==> src/rtl/encoder_pkg.sv <==
// Shared types and helpers for the rotary encoder front end.
// AB pairs are packed as {B,A}, matching i_key_in[1:0].
package encoder_pkg;

  typedef enum logic [1:0] {
    DIR_NONE = 2'd0,
    DIR_CW   = 2'd1,
    DIR_CCW  = 2'd2
  } dir_t;

  localparam logic [1:0] REST_AB = 2'b11;

  // Single-step quadrature direction; double changes decode as DIR_NONE.
  function automatic dir_t quad_step(input logic [1:0] prev_ab, input logic [1:0] next_ab);
    dir_t dir;
    case ({prev_ab, next_ab})
      4'b11_01, 4'b01_00, 4'b00_10, 4'b10_11: dir = DIR_CW;
      4'b01_11, 4'b00_01, 4'b10_00, 4'b11_10: dir = DIR_CCW;
      default:                                dir = DIR_NONE;
    endcase
    return dir;
  endfunction

endpackage

==> src/rtl/key_debounce.sv <==
// Two-FF synchroniser plus per-bit stability counter for active-low pins.
// Everything resets to the idle (all ones) level so reset release is glitch-free.
module key_debounce #(
  parameter int unsigned WIDTH   = 3,
  parameter int unsigned DEB_CNT = 1
) (
  input  logic             i_clk,
  input  logic             i_rst_n,
  input  logic [WIDTH-1:0] i_raw,
  output logic [WIDTH-1:0] o_stable
);

  localparam int unsigned CNT_W = $clog2(DEB_CNT + 1);

  logic [WIDTH-1:0] sync1_q, sync2_q;
  logic [WIDTH-1:0] stable_q, stable_d;
  logic [CNT_W-1:0] cnt_q [WIDTH];
  logic [CNT_W-1:0] cnt_d [WIDTH];

  // A bit is accepted once its counter has saturated and the mismatch persists.
  always_comb begin
    stable_d = stable_q;
    for (int i = 0; i < int'(WIDTH); i++) begin
      cnt_d[i] = '0;
      if (sync2_q[i] != stable_q[i]) begin
        if (cnt_q[i] == CNT_W'(DEB_CNT)) begin
          stable_d[i] = sync2_q[i];
        end else begin
          cnt_d[i] = cnt_q[i] + CNT_W'(1);
        end
      end
    end
  end

  always_ff @(posedge i_clk or negedge i_rst_n) begin
    if (!i_rst_n) begin
      sync1_q  <= '1;
      sync2_q  <= '1;
      stable_q <= '1;
      for (int i = 0; i < int'(WIDTH); i++) cnt_q[i] <= '0;
    end else begin
      sync1_q  <= i_raw;
      sync2_q  <= sync1_q;
      stable_q <= stable_d;
      for (int i = 0; i < int'(WIDTH); i++) cnt_q[i] <= cnt_d[i];
    end
  end

  assign o_stable = stable_q;

endmodule

==> src/rtl/encoder_quad_decoder.sv <==
// Rotary encoder front end: debounce, quadrature decode and detent accumulation.
// Emits single-cycle enter / clockwise / counter-clockwise pulses.
module encoder_quad_decoder #(
  parameter int unsigned CLK_FRE          = 50_000_000,
  parameter int unsigned DEBOUNCE_US      = 2000,
  parameter int unsigned STEPS_PER_DETENT = 4
) (
  input  logic       i_clk,
  input  logic       i_rst_n,
  input  logic [2:0] i_key_in,
  output logic       o_enter,
  output logic       o_roate,
  output logic       o_roate_r,
  output logic [1:0] o_ab_level
);

  import encoder_pkg::*;

  localparam int unsigned       DEB_CNT  = CLK_FRE / 1_000_000 * DEBOUNCE_US;
  localparam logic signed [3:0] STEP_POS = 4'(STEPS_PER_DETENT);
  localparam logic signed [3:0] STEP_NEG = -STEP_POS;

  logic [2:0]        stable;
  logic [1:0]        ab_prev_q;
  logic              enter_prev_q;
  logic signed [3:0] acc_q, acc_d, sum;
  logic              roate_q, roate_d;
  logic              roate_r_q, roate_r_d;
  logic              enter_q, enter_d;
  dir_t              dir;

  key_debounce #(
    .WIDTH   (3),
    .DEB_CNT (DEB_CNT)
  ) u_debounce (
    .i_clk    (i_clk),
    .i_rst_n  (i_rst_n),
    .i_raw    (i_key_in),
    .o_stable (stable)
  );

  // Step accumulation on each debounced AB change; invalid jumps leave acc alone.
  always_comb begin
    acc_d     = acc_q;
    roate_d   = 1'b0;
    roate_r_d = 1'b0;
    enter_d   = enter_prev_q & ~stable[2];
    dir       = DIR_NONE;
    sum       = acc_q;
    if (stable[1:0] != ab_prev_q) begin
      dir = quad_step(ab_prev_q, stable[1:0]);
      case (dir)
        DIR_CW:  sum = acc_q + 4'sd1;
        DIR_CCW: sum = acc_q - 4'sd1;
        default: sum = acc_q;
      endcase
      if (dir != DIR_NONE) begin
        if (sum == STEP_POS) begin
          roate_d = 1'b1;
          acc_d   = '0;
        end else if (sum == STEP_NEG) begin
          roate_r_d = 1'b1;
          acc_d     = '0;
        end else if (STEPS_PER_DETENT == 4 && stable[1:0] == REST_AB) begin
          acc_d = '0;
        end else begin
          acc_d = sum;
        end
      end
    end
  end

  always_ff @(posedge i_clk or negedge i_rst_n) begin
    if (!i_rst_n) begin
      ab_prev_q    <= REST_AB;
      enter_prev_q <= 1'b1;
      acc_q        <= '0;
      roate_q      <= 1'b0;
      roate_r_q    <= 1'b0;
      enter_q      <= 1'b0;
    end else begin
      ab_prev_q    <= stable[1:0];
      enter_prev_q <= stable[2];
      acc_q        <= acc_d;
      roate_q      <= roate_d;
      roate_r_q    <= roate_r_d;
      enter_q      <= enter_d;
    end
  end

  assign o_enter    = enter_q;
  assign o_roate    = roate_q;
  assign o_roate_r  = roate_r_q;
  assign o_ab_level = stable[1:0];

endmodule

==> config.mk <==
export PLATFORM = sky130hd
export DESIGN_NAME = encoder_quad_decoder
export DESIGN_NICKNAME = d
export VERILOG_FILES = /design/src/rtl/encoder_pkg.sv /design/src/rtl/key_debounce.sv /design/src/rtl/encoder_quad_decoder.sv
export SDC_FILE = /design/constraint.sdc
export NUM_CORES = 1
export LEC_CHECK = 0
export BUFFER_PORTS_ARGS = -buffer_cell sky130_fd_sc_hd__buf_2
export CORE_ASPECT_RATIO = 1.1
export CORE_MARGIN = 2
export CORE_UTILIZATION = 60
export CTS_CLUSTER_DIAMETER = 120
export DETAILED_ROUTE_END_ITERATION = 16
export GPL_TIMING_DRIVEN = 0
export PLACE_DENSITY = 0.79
export RECOVER_POWER = 25
export SYNTH_ARGS = -nofsm -noshare
export SYNTH_HDL_FRONTEND = slang
export SYNTH_HIERARCHICAL = 1
export SYNTH_SLANG_ARGS = --single-unit
==> constraint.sdc <==
create_clock -name i_clk -period 2.7 [get_ports i_clk]
set_input_delay 0.27 -clock i_clk [delete_from_list [all_inputs] [get_ports i_clk]]
set_output_delay 0.27 -clock i_clk [all_outputs]
set_load 0.01 [all_outputs]
==> summary.txt, run 1 <==
Run status
  – Status: complete, but fails checks
  – Violated checks: capacitance limit, slew limit

Setup path
  – CP cell instances: xor2_1 -> nand2_1 -> ha_2 -> xor2_1 -> ha_1 -> a21oi_2 -> mux2_4 -> xnor2_2 -> nor2_2 -> o31ai_2
  – FF-to-FF Start: u_debounce/o_stable[1]
  – Critical path's most frequent cell: xor2_1
  – Worst path slowest cell: dfstp_2
  – Buffers & Inverters on Critical Path: 0
  – Arr. time, crit path: ~2800 ps
  – Worst Setup Start Kind: flop
  – Biggest cell delay along the critical path: about 600 ps
  – Critical path type: reg -> reg
  – Internal reg-to-reg setup slack: about 120 ps
  – R2R Path End: acc_q[3]
  – Data required, critical path: 2950 ps
  – Max FO, Critical Path: 6
  – Reg2reg path depth: 10
  – Crit path capture type: flop
  – Top Family by Delay on Critical Path: flip-flops

Yosys
  – EDFF count, synth: 0
  – Yosys top cell area share: 0.411
  – Syn_area_per_cell: between 10 and 15 um^2
  – Post-Syn Instances: 347
  – Synth cell types: around 40
  – Synthesized Nets: around 360
  – Post-synthesis sequential element count: 70
  – Synth area leader: dfrtp_1
  – Async SR Flop Fraction: 1.00
  – Synthesis warning total: 6
  – Top cells by area, synth: dfrtp_1, dfstp_2, xnor2_1
  – Top FF cell, synth: dfrtp_1
  – Post-synthesis sequential area ratio: 0.501
  – Netlist Area Pre-Place: between 3000 and 4000 um^2

Detailed routing
  – DRT Pass-1 Iters: 5
  – Vias post-DR: about 2,600
  – Residual DRC: 0
  – Per-cell routed wire length: about 14 um
  – Post-DRT Antenna Nets: 0
  – Drt total wl: 6460 um
  – Drt via density: about 5.7
  – DR iter-0 viols: approximately 160

Floorplanning
  – Die X: 77.1 um
  – Die height: about 84 um
  – Core area: about 5700 um^2
  – Boundary Pins: 10
  – Initial Util: 0.615
  – # rows: 29
  – Die area: 6510 um^2

Place
  – Area post-placement: 3670 um^2
  – Dpl cells: approximately 430
  – Routability congestion estimate: 0.821
  – DP HPWL: 4210 um
  – IO Port Bufs: 9

Power
  – Power Density: around 540 nW/um^2
  – Max VDD drop: 0.534 mV
  – Leakage: 1.67 nW

STA
  – Slew @ Worst Pin: ~1700 ps
  – Final setup fails: 0
  – Worst hold margin: about 33 ps
  – Max_slew headroom: -0.116
  – Final period util: 0.955
  – Fmax: 388 MHz
  – Pins over their slew limit: between 70 and 80
  – Final Hold Fails: 0
  – Layout Skew: 6.10 ps
  – Final min period: about 2600 ps

Worst hold path
  – Hold_sp: i_key_in[1]
  – Worst Hold Path EP: u_debounce/sync1_q[1]
  – Hold path depth: 1
  – Hold Path Class: in -> reg

Global route
  – Largest net degree at the start of global routing: between 70 and 80
  – Vias in the first global route: around 2,500
  – Grt ovf: 0
  – Initial antenna violation count: 0
  – Total Routing Usage GR: 0.214
  – First-pass GRT wire length: around 11,000 um

Clocking
  – Later-pin clock latency in the skew report: between 300 and 400 ps
  – Clock transition at the registers of the reported paths: 70 ps
  – Clock sinks: 70
  – H-tree depth: 3
  – Cts hold-fix bufs: 0
  – CTS Buffer Depth: 2
  – Clock tree from TritonCTS: yes
  – Root Driver: clkbuf_8
  – CTS Buf Count: 9

Run
  – Max-Cap Viols: 1

Finish
  – Share of cells above drive strength 1: 0.159
  – Fin area: slightly below 4000 um^2
  – Layout Cells excl Fill: between 400 and 500
  – Ant. Diodes: 0
  – NumNets Final: slightly below 400
  – Synth-to-layout area growth: 12.1%
[what timing repair did]
item | 4_1_cts | 5_1_grt
buffers inserted | 0 | 6
endpoints found under the setup margin | 0 | 3
endpoints found under the hold margin | 0 | 0
resized for setup | 0 | 2
[where the power goes]
part           internal [W]  leakage (nW)  switching (W)
Clock              0.000595         0.120       0.000368
Combinational     0.0000235         0.626      0.0000522
Sequential          0.00107         0.928      0.0000142
Total               0.00169          1.67       0.000434
[worst register-to-register path, stage by stage, from the launching register on]
cell and delay, ps:
dfstp_2 600, xor2_1 220, nand2_1 140, ha_2 250
xor2_1 170, ha_1 200, a21oi_2 140, mux2_4 340
xnor2_2 140, nor2_2 70, o31ai_2 240
[cell usage after synthesis, types with 2 or more instances]
cell       n
nor3_1    10
nor4_1    13
nor4bb_1   4
a21oi_1    5
nor4b_1    3
nor2b_1    3
and3_1     7
clkbuf_1   2
nor2_1    60
xnor2_1   35
dfstp_2   12
mux2_2     3
o21ai_1    2
ha_1      10
xor2_1    16
nand2_1   22
inv_1     12
nand3_1   21
and4_1     2
dfrtp_1   58
or3_1      4
o21ai_0    5
a21oi_2    2
nand4_1   16
buf_2      3
mux2i_1    2
[through the flow]
stage          total power [W]  utilization  setup slack, ps  TNS (ps)
2_1_floorplan          0.00114            -              225         0
3_3_place_gp           0.00117        0.640              100         0
3_5_place_dp           0.00118        0.641             38.8         0
4_1_cts                0.00215        0.681             10.9         0
5_1_grt                0.00220        0.690            -50.7      -126
6_report               0.00212        0.690              121         0
[layout make-up]
| type | count | area, um^2 |
|---|---|---|
| inverters | 12 | 45.0 |
| flip-flops and latches | 70 | 1770 |
| clock buffers | 13 | 169 |
| repair buffers | 15 | 90.1 |
| plain buffers | 7 | 41.3 |
| clock inverters | 3 | 65.1 |
| fillers | 453 | 1780 |
| multi-input cells | 258 | 1680 |
| well taps | 77 | 96.3 |
[cells in the final DEF, fill, tap and decap left out, types with 3 or more instances in the layout]
cell	n
xnor2_1	35
nand4_1	16
nor3_1	10
inv_1	12
nor4bb_1	4
clkbuf_8	12
nand2_1	22
o21ai_0	5
clkbuf_1	3
xor2_1	16
mux2_2	3
dfstp_2	11
ha_1	9
nor2b_1	3
buf_2	11
buf_4	7
dfrtp_1	58
nand3_1	21
and3_1	7
or3_1	4
nor4b_1	3
nor4_1	13
nor2_1	59
a21oi_1	5
[cell families (layout without fill, tap and decap cells)]
group | after synthesis | in the layout | share of synthesized area
compound gates | 18 | 18 | 0.0379
xor+xnor | 52 | 52 | 0.131
fa+ha+maj | 10 | 10 | 0.0355
buf+inv | 19 | 50 | 0.0245
flops | 70 | 70 | 0.501
mux | 6 | 6 | 0.0195
simple gates | 172 | 172 | 0.251
[sequential cells by signal, summed over array words and instances, names as in the netlist]
name and count:
u_debounce/sync2_q 3, u_debounce/o_stable 3, u_debounce/sync1_q 3, ab_prev_q 2, acc_q 4, u_debounce/cnt_q 51, o_enter 1, o_roate_r 1
o_roate 1, enter_prev_q 1
[per-layer routing]
metal	vias up	track usage	share of wire	wire, um
met2	52	0.339	0.50	3210
met1	1298	0.290	0.46	2940
li1	1248	-	-	-
met4	0	0.0860	0.015	99
met5	-	0	0	0
met3	11	0.0452	0.033	212
[worst max-delay path by stage]
stage               slack [ps]        end  cells after the start                    from
finish                     120   acc_q[3]                     10  u_debounce/o_stable[1]
global route               -50   acc_q[3]                     10  u_debounce/o_stable[1]
CTS                         10  o_roate_r                     10  u_debounce/o_stable[1]
detailed placement          40  o_roate_r                     10  u_debounce/o_stable[1]
global placement           100  o_roate_r                     10  u_debounce/o_stable[1]
floorplan                  230  o_roate_r                     10  u_debounce/o_stable[1]
Power figures use the tool's default switching activity.
==> inputs of run 2 (changes only) <==
==> constraint.sdc (replaced) <==
create_clock -name i_clk -period 2.41 [get_ports i_clk]
set_input_delay 0.241 -clock i_clk [delete_from_list [all_inputs] [get_ports i_clk]]
set_output_delay 0.241 -clock i_clk [all_outputs]
set_load 0.01 [all_outputs]
==> run 2 against run 1 <==
Compared with the run above: the run still ends with capacitance limit, slew limit left; utilization down 0.59 points; worst setup slack worse by 66 ps; hold slack better by 280 ps; wire length down 2.9%; fmax rose by 9.5%; clock skew up 2.2 ps; first-iteration DRC count grew 15%; global-route usage rose by 0.48 points; largest cell class unchanged.
==> summary.txt, run 2 (same netlist as run 1, synthesis figures left out) <==
Run status
  – Status: complete, but fails checks (unchanged)
  – Violated checks: capacitance limit, slew limit (unchanged)

Power
  – P_int: 0.00160 W (was 0.00169 W)
  – Switching Fraction: 0.233 (was 0.205)
  – Overall power: 0.00208 W (was 0.00212 W)
  – Sequential share of power: 0.582 (was 0.510)
  – Max VDD drop: 0.363 mV (was 0.534 mV)
  – Combinational power share: 0.043 (was 0.036)
  – Clk pwr share: 0.376 (was 0.454)
  – Leakage: 1.64 nW (was 1.67 nW)
  – Power Density: 532 nW/um^2 (was 536 nW/um^2)
  – NetSw: 0.000486 W (was 0.000434 W)

Detailed routing
  – DR iter-0 viols: 187 (was 163)
  – Drt total wl: 6270 um (was 6460 um)
  – DRT Pass-1 Iters: 4 (was 5)
  – Vias post-DR: 2,568 (was 2,609)
  – Per-cell routed wire length: 13.7 um (was 14.2 um)
  – Residual DRC: 0 (unchanged)
  – Post-DRT Antenna Nets: 0 (unchanged)
  – Drt via density: 5.62 (was 5.73)

Clocking
  – Clock tree from TritonCTS: yes (unchanged)
  – Root Driver: clkbuf_8 (unchanged)
  – H-tree depth: 3 (unchanged)
  – Clock transition at the registers of the reported paths: 60 ps (was 70 ps)
  – CTS Buffer Depth: 2 (unchanged)
  – Clock sinks: 70 (unchanged)
  – Later-pin clock latency in the skew report: 350 ps (was 330 ps)
  – CTS Buf Count: 9 (unchanged)

Global route
  – Total Routing Usage GR: 0.218 (was 0.214)
  – Largest net degree at the start of global routing: 71 (unchanged)
  – Initial antenna violation count: 0 (unchanged)
  – Grt ovf: 0 (unchanged)
  – Vias in the first global route: 2,470 (was 2,457)
  – First-pass GRT wire length: 11,200 um (about the same)

Place
  – DP HPWL: 4150 um (was 4210 um)
  – Routability congestion estimate: 0.879 (was 0.821)
  – IO Port Bufs: 9 (unchanged)

STA
  – Final setup fails: 0 (unchanged)
  – RSZ-0062 raised after global routing: true
  – Final Hold Fails: 0 (unchanged)
  – Max_slew headroom: -0.112 (was -0.116)
  – Final min period: 2360 ps (was 2580 ps)
  – Final period util: 0.977 (was 0.955)
  – Slew @ Worst Pin: 1670 ps (about the same)
  – Setup TNS: 0 ps (unchanged)
  – Pins over their slew limit: 71 (unchanged)
  – Layout Skew: 8.28 ps (was 6.10 ps)
  – Fmax: 425 MHz (was 388 MHz)

Run
  – Max-Cap Viols: 1 (unchanged)

Setup path
  – Start point of the critical path: u_debounce/o_stable[0] (was u_debounce/o_stable[1])
  – Arr. time, crit path: 2630 ps (was 2830 ps)
  – Crit path capture type: flop (unchanged)
  – FF-to-FF Start: u_debounce/o_stable[0] (was u_debounce/o_stable[1])
  – R2R Path End: o_roate_r (was acc_q[3])
  – Data required, critical path: 2680 ps (was 2950 ps)
  – Worst Setup Start Kind: flop (unchanged)
  – Reg2reg path depth: 10 (unchanged)
  – Critical path type: reg -> reg (unchanged)
  – Max FO, Critical Path: 3 (was 6)
  – Internal reg-to-reg setup slack: 50 ps (was 120 ps)

Finish
  – Synth-to-layout area growth: 11.1% (was 12.1%)
  – NumNets Final: 390 (was 388)
  – Largest registers: u_debounce/cnt_q (51), acc_q (4) (unchanged)
  – Max reg flops: 51 (unchanged)
  – Share of cells above drive strength 1: 0.155 (was 0.159)
  – Fillers: 451 (was 453)
  – Highest-count cells in the layout ignoring fill and taps: nor2_1, dfrtp_1, xnor2_1 (unchanged)
  – Top reg by flops: u_debounce/cnt_q (unchanged)
  – Ant. Diodes: 0 (unchanged)

Floorplanning
  – Die height: 84.4 um (unchanged)
  – Core area: 5730 um^2 (unchanged)
  – Boundary Pins: 10 (unchanged)
  – Die area: 6510 um^2 (unchanged)
  – # rows: 29 (unchanged)
  – Initial Util: 0.615 (unchanged)
  – Die X: 77.1 um (unchanged)

Worst hold path
  – Hold Path Class: in -> async (was in -> reg)
## run 2: worst max-delay path: stages, from the launching register on
cell,delay [ps]
dfstp_2,550
xnor2_1,180
nand2_2,140
ha_4,190
xor2_1,160
ha_2,180
a21oi_2,120
mux2_4,330
xnor2_2,140
nor2_2,130
nor3b_2,170
## run 2: power by group through the flow
stage / clock network (W) / registers (W) / logic, W
final: 0.000783 / 0.00121 / 0.0000888
after global placement: 0 / 0.00123 / 0.0000835
after detailed placement: 0 / 0.00123 / 0.0000877
after global routing: 0.000864 / 0.00121 / 0.000104
after floorplan: 0 / 0.00123 / 0.0000484
after CTS: 0.000803 / 0.00121 / 0.0000918
## run 2: per-layer routing
metal / GRT usage / up-vias / wire length (um)
met2: 0.338 / 45 / 3020
met4: 0.119 / 0 / 108
met3: 0.0548 / 12 / 226
met1: 0.284 / 1254 / 2910
met5: 0 / - / 0
li1: - / 1257 / -
## run 2: layout make-up
class,instances,area [um^2],share of cell area
Multi-Input combinational cell,258,1710,0.435
Buffer,7,41.3,0.0105
Inverter,12,45.0,0.0115
Sequential cell,70,1770,0.451
Timing Repair Buffer,17,113,0.0287
Clock inverter,2,10.0,0.00255
Clock buffer,14,143,0.0364
Tap cell,77,96.3,0.0246
## run 2: how the worst max path moves through the flow
| stage | slack (ps) | end |
|---|---|---|
| 2_1_floorplan | 10 | o_roate_r |
| 3_5_place_dp | -130 | o_roate_r |
| 4_1_cts | 4 | acc_q[3] |
| 5_1_grt | -70 | o_roate_r |
| 6_report | 50 | o_roate_r |
| 3_3_place_gp | -90 | o_roate_r |
## run 2: metrics by stage
| step | cells | utilization | cell area (um^2) | setup slack, ps | hold slack [ps] |
|---|---|---|---|---|---|
| after floorplan | 347 | - | 3540 | 11.7 | -54.6 |
| after global placement | 433 | 0.641 | 3680 | -91.0 | 347 |
| after detailed placement | 433 | 0.642 | 3680 | -130 | 349 |
| after CTS | 456 | 0.681 | 3900 | 4.40 | 32.4 |
| after global routing | 457 | 0.684 | 3920 | -74.2 | 364 |
| final | 457 | 0.684 | 3920 | 54.4 | 311 |
## run 2: what timing repair did
action | CTS | global route
setup buffers | 4 | 1
setup endpoints to repair | 3 | 3
pin swaps | 2 | 3
resized for setup | 1 | 3
hold buffers | 3 | 0
endpoints found under the hold margin | 3 | 0
